## src/rtl/priority_enc_queue_if.sv

```systemverilog
// Request/code bundle for priority_enc_queue.
// master is the encoder side, slave the source/consumer side.
interface priority_enc_queue_if #(
  parameter int N = 4,
  parameter int W = 2
);
  logic         en;
  logic [N-1:0] req;
  logic         out_ready;
  logic         out_valid;
  logic [W-1:0] code;
  logic [N-1:0] pending;
  logic         busy;

  modport master (
    input  en, req, out_ready,
    output out_valid, code, pending, busy
  );

  modport slave (
    output en, req, out_ready,
    input  out_valid, code, pending, busy
  );
endinterface

```

## src/rtl/priority_enc_queue.sv

```systemverilog
// Accumulating N-to-log2(N) priority encoder.
// Serves pending requests highest index first over valid/ready.
module priority_enc_queue #(
  parameter int N = 4,
  parameter int W = 2
) (
  input logic                clk,
  input logic                rst_n,
  priority_enc_queue_if.master bus
);

  logic [N-1:0] pend_q;
  logic [W-1:0] code_q;
  logic         vld_q;

  logic [N-1:0] comb;
  logic [W-1:0] hi;
  logic         slot_free;

  assign comb      = pend_q | (bus.en ? bus.req : '0);
  assign slot_free = !vld_q || bus.out_ready;

  // Ascending scan: the last set bit seen is the highest.
  always_comb begin
    hi = '0;
    for (int i = 0; i < N; i++) begin
      if (comb[i]) hi = W'(i);
    end
  end

  always_ff @(posedge clk or negedge rst_n) begin
    if (!rst_n) begin
      pend_q <= '0;
      code_q <= '0;
      vld_q  <= 1'b0;
    end else if (slot_free) begin
      if (|comb) begin
        code_q <= hi;
        vld_q  <= 1'b1;
        pend_q <= comb & ~(N'(1) << hi);
      end else begin
        vld_q  <= 1'b0;
        pend_q <= '0;
      end
    end else begin
      pend_q <= comb;
    end
  end

  assign bus.out_valid = vld_q;
  assign bus.code      = code_q;
  assign bus.pending   = pend_q;
  assign bus.busy      = vld_q | (|pend_q);

endmodule

```

## src/flat_wrapper.sv

```systemverilog
// flat-port wrapper written by rule: the top's interface ports become plain ports
module priority_enc_queue_flat 
#(
  parameter int N = 4,
  parameter int W = 2
)
  (clk, rst_n, bus_en, bus_req, bus_out_ready, bus_out_valid, bus_code, bus_pending, bus_busy);
  priority_enc_queue_if #(.N(N), .W(W)) bus_i ();
  input logic clk;
  input logic rst_n;
  input wire logic [$bits(bus_i.en)-1:0] bus_en;
  input wire logic [$bits(bus_i.req)-1:0] bus_req;
  input wire logic [$bits(bus_i.out_ready)-1:0] bus_out_ready;
  output wire logic [$bits(bus_i.out_valid)-1:0] bus_out_valid;
  output wire logic [$bits(bus_i.code)-1:0] bus_code;
  output wire logic [$bits(bus_i.pending)-1:0] bus_pending;
  output wire logic [$bits(bus_i.busy)-1:0] bus_busy;
  assign bus_i.en = bus_en;
  assign bus_i.req = bus_req;
  assign bus_i.out_ready = bus_out_ready;
  assign bus_out_valid = bus_i.out_valid;
  assign bus_code = bus_i.code;
  assign bus_pending = bus_i.pending;
  assign bus_busy = bus_i.busy;
  priority_enc_queue #(.N(N), .W(W)) u_core (.clk(clk), .rst_n(rst_n), .bus(bus_i));
endmodule
```

## config.mk

```make
export PLATFORM = sky130hd
export DESIGN_NAME = priority_enc_queue_flat
export DESIGN_NICKNAME = d
export VERILOG_FILES = /design/src/rtl/priority_enc_queue_if.sv /design/src/rtl/priority_enc_queue.sv /design/src/flat_wrapper.sv
export SDC_FILE = /design/constraint.sdc
export NUM_CORES = 1
export LEC_CHECK = 0
export BUFFER_PORTS_ARGS = -buffer_cell sky130_fd_sc_hd__buf_4
export CAP_MARGIN = 10
export CORE_AREA = 3 3 40 42
export CTS_CLUSTER_DIAMETER = 50
export DETAILED_ROUTE_END_ITERATION = 10
export DIE_AREA = 0 0 43 45
export PLACE_DENSITY_LB_ADDON = 0.05
export SYNTH_ARGS = -nofsm -noshare
export SYNTH_HDL_FRONTEND = slang
export SYNTH_SLANG_ARGS = --single-unit
```

## constraint.sdc

```tcl
create_clock -name clk -period 1.2 [get_ports clk]
set_input_delay 0.24 -clock clk [delete_from_list [all_inputs] [get_ports clk]]
set_output_delay 0.24 -clock clk [all_outputs]
set_load 0.02 [all_outputs]
```

# Word-level counts from Yosys, hierarchy flattened
# Cells that the tools add are included.
[classes]
n_reduce_logical = 5
shift = 1
bitwise = 4
n_mux = 7
[op_table]
columns = ["operator", "n"]
rows = [
  ["4-bit 2-to-1 mux", 3],
  ["4-bit OR reduction", 2],
  ["4-bit bitwise AND", 1],
  ["2-bit 2-to-1 mux", 2],
  ["4-bit NOT", 1],
  ["4-bit OR", 1],
  ["1-bit by 2-bit << shifter with 4-bit output (first input constant)", 1],
  ["1-bit 2-to-1 mux", 2],
  ["2-bit AND reduction", 1],
  ["1-bit logical NOT", 1],
  ["1-bit logical OR", 1],
  ["1-bit OR", 1],
]
[totals]
register_bits = 7
input_bits = 8
out_inout_bits = 8

# Depth between registers and ports, before layout
[depth]
word_depth = 10
mapped_depth = 3
mapped_depth_nobuf = 3

# Worst setup path after synthesis
# No wires, ideal clock.
[synth_path]
path_kind = "reg2out"
from = "reg u_core.pend_q[1], in the netlist u_core.bus.pending[1]"
to = "out bus_busy"
stages_incl_launch_ff = 3
t_required_ns = 0.960
arrival_time_ns = 1.163
path_slack_ns = -0.203
path_cell_list = "dfrtp_1 nor2_2 or4b_1"
[synth_between]
elab_chain_len = 2
[synth_rtl]
columns = ["item", "line_no", "text"]
rows = [
  ["from (decl)", "priority_enc_queue.sv:12", "logic [N-1:0] pend_q;"],
  ["from (signal assigned)", "priority_enc_queue.sv:40", "pend_q <= comb & ~(N'(1) << hi);"],
  ["from (signal assigned)", "priority_enc_queue.sv:46", "pend_q <= comb;"],
  ["4-bit OR reduction", "priority_enc_queue.sv:53", "assign bus.busy = vld_q | (|pend_q);"],
  ["1-bit OR", "priority_enc_queue.sv:53", ""],
  ["to (decl)", "flat_wrapper.sv:17", "output wire logic [$bits(bus_i.busy)-1:0] bus_busy;"],
]
# No other way between the ends.

# Final worst setup path
[layout_path]
from = "reg u_core.pend_q[0], in the netlist u_core.bus.pending[0]"
to = "out bus_busy"
# The elaborated chain is that of the path after synthesis.

==> impl_metrics.csv <==
group,metric,value,unit
worst_setup_path,crit_fanout,3,
route,antenna_left,0,
floorplan,dieHeight,45,um
timing,max-slew-margin-rel,0.8195,
clock_tree,cts_htree_levels,1,
global_routing,grt_pass1_wl,1.490,mm
clock_tree,cts_max_path_buffers,2,
route,drc_errors,0,
timing,slew_violations,0,
route,viasPerCell,4.699,
finish,layout_commonest_cell,"buf_4",
floorplan,core_area,1285,um2
global_routing,grt_max_degree,8,
finish,syn2layout_area_growth,77.98,%
clock_tree,cts_made_buffers,3,
floorplan,ios,16,
timing,clock.fmax,610.6,MHz
synthesis,yosys_register_bits,7,
synthesis,synth_area_leaders,"dfrtp_1 52%, a21oi_1 10%, nor4b_4 7.1%, a21o_1 4.5%, and2b_4 3.0%",
worst_setup_path,critical-path-top-delay-family,"simple AND/OR/NAND/NOR gates",
clock_tree,root_buffer,"clkbuf_4",
power_and_ir_drop,pwr_density_cell,1380,nW/um2
job,maxCapViolCount,0,
clock_tree,cts.sinks,7,
worst_setup_path,critPathMaxStageDelay,0.46,ns
timing,finalHoldViolations,0,
global_routing,grt_use_met2,0.1766,
timing,finalSetupViolations,3,
synthesis,syn_inst,31,
floorplan,die_w,43,um
global_routing,grt.total_usage,0.1121,
status,violations,"negative setup slack",
floorplan,start_util,0.2610,
finish,antennaDiodeCount,0,
finish,layout_common_cells,"16 x buf_4, 6 x buf_6, 5 x a21oi_1, 5 x dfrtp_1, 3 x clkbuf_4",
placement,numPortBuffers,15,
worst_setup_path,crit_required,0.96,ns
global_routing,use_met1,0.1296,
finish,final_util,0.4645,
global_routing,first_global_vias,335,
status,status,"finished with violations",
worst_setup_path,regToRegSetupSlack,-0.03,ns
route,dr.pass1.iters,4,
timing,rsz0062_at_grt,"yes",
route,vias,343,
synthesis,synth_warnings,0,
placement,dp_hpwl,738.2,um
power_and_ir_drop,p_leak,0.2765,nW
finish,fillers,137,
floorplan,die_area,1935,um2
timing,skew,0.0003719,ns
global_routing,overflow,0,
worst_setup_path,critPathBufInv,1,
worst_setup_path,crit_type,"flop to primary output",
worst_setup_path,slowest_stage,"or4b_4",
floorplan,rows,13,
clock_tree,clk_latency,0.25,ns
synthesis,syn_avg_cell_area,10.82,um2
global_routing,busiest_layer,"met2",
finish,multi_input_area,172.7,um2
worst_setup_path,crit_chain,"nor2_4, or4b_4, buf_6",
clock_tree,clk_pin_slew,0.05,ns
synthesis,synthDistinctLibCells,16,
finish,layout-drive-gt1-share,0.5690,
route,drt-initial-drc-count,3,
global_routing,use_met3,0.02789,
route,wl,963,um
timing,worst_slack,-0.4376,ns
route,wl_per_cell,13.19,um
global_routing,antenna_found_initial,0,
power_and_ir_drop,total_power,0.8234,mW
hold_path,min_path_type,"input port to flop",
timing,worst_slew_pin_slew,0.2697,ns
placement,gp_congestion,0.7297,
clock_tree,post_cts_buffers,0,
synthesis,synth_area,335.3,um2
worst_setup_path,cp.arrival,1.40,ns
synthesis,yosysTopAreaCell,"dfrtp_1",
timing,period_minus_slack,1.638,ns
power_and_ir_drop,ir_drop,0.0007145,V
synthesis,syn_nets,39,
finish,nets,67,
finish,seq_area,177.7,um2
timing,post-route-period-util,1.365,
synthesis,ys_seq_area_frac,0.5224,
worst_setup_path,worstSetupStartpointType,"flop",
synthesis,yosysTopAreaCellShare,0.5224,
clock_tree,cts_tree,"done",
worst_setup_path,end_kind,"primary output",
==> routing by layer <==
metal	vias to the layer above	part of all wire
li1	169	-
met1	161	0.43
met3	2	0.057
met2	11	0.51
met5	-	0
met4	0	0.0042
==> flip-flops by register name, indices dropped and copies added (netlist names) <==
name                  flops
u_core.bus.out_valid      1
u_core.bus.pending        4
u_core.bus.code           2
==> cells by family after synthesis <==
group,count (synthesis),share of synthesized area
buffers and inverters,1,0.01118
AO/OA/AOI/OAI,14,0.2388
AND/OR/NAND/NOR,9,0.2276
flip-flops,7,0.5224
==> cells in the mapped netlist, drive strengths merged <==
cell type  number
or4b            1
nor3b           1
o21ai           3
inv             1
nor2            3
o22ai           1
nor4b           1
a21oi           7
nand2b          1
dfrtp           7
a22o            1
nand3           1
and2b           1
a21o            2
==> worst paths after layout <==
kind,startpoint,endpoint,depth (start not counted)
max in group asynchronous,rst_n,u_core.bus.pending[1],2
max,u_core.bus.pending[0],bus_busy,3
min reg2reg,u_core.bus.pending[1],u_core.bus.out_valid,2
min,bus_req[3],u_core.bus.pending[3],3
max reg2reg,u_core.bus.out_valid,u_core.bus.out_valid,4
min in group asynchronous,rst_n,u_core.bus.out_valid,2
==> per-stage QoR <==
stage          instance area (um2)  TNS (ns)  instances  hold WS (ns)  worst slack (ns)
6_report                     596.8   -0.4826         73        0.2596           -0.4376
5_1_grt                      596.8   -0.6965         73        0.2650           -0.4866
4_1_cts                      589.3   -0.5706         73        0.2505           -0.4483
3_5_place_dp                 525.5   -0.1932         68       0.06212           -0.1932
3_3_place_gp                 525.5   -0.1848         68       0.05852           -0.1848
2_1_floorplan                341.6   -0.1304         31      -0.05559           -0.1304
==> power breakdown <==
part	switching, mW	internal, mW	total, mW	leakage (nW)
sequential	0.0271	0.274	0.301	0.0777
combinational	0.144	0.159	0.303	0.184
clock	0.0921	0.127	0.219	0.0150
==> layout make-up <==
| cell class | instances | share of cell area |
|---|---|---|
| Multi-Input combinational cell | 23 | 0.2893 |
| Tap cell | 15 | 0.03145 |
| Timing Repair Buffer | 23 | 0.3312 |
| Inverter | 1 | 0.006289 |
| Sequential cell | 7 | 0.2977 |
| Clock buffer | 4 | 0.04403 |
==> worst reg2reg max path: cells and delay by family (launching register included) <==
kind / cells / cell delay, ns
AND/OR/NAND/NOR: 3 / 0.59
buffers and inverters: 1 / 0.12
flip-flops: 1 / 0.38
==> timing repair <==
item	in CTS	in global routing
hold buffers	1	0
pin swaps	4	2
setup endpoints to repair	6	9
gates resized for setup	7	2
hold endpoints to repair	7	0
Note: power is estimated with default switching activity, not from simulation.
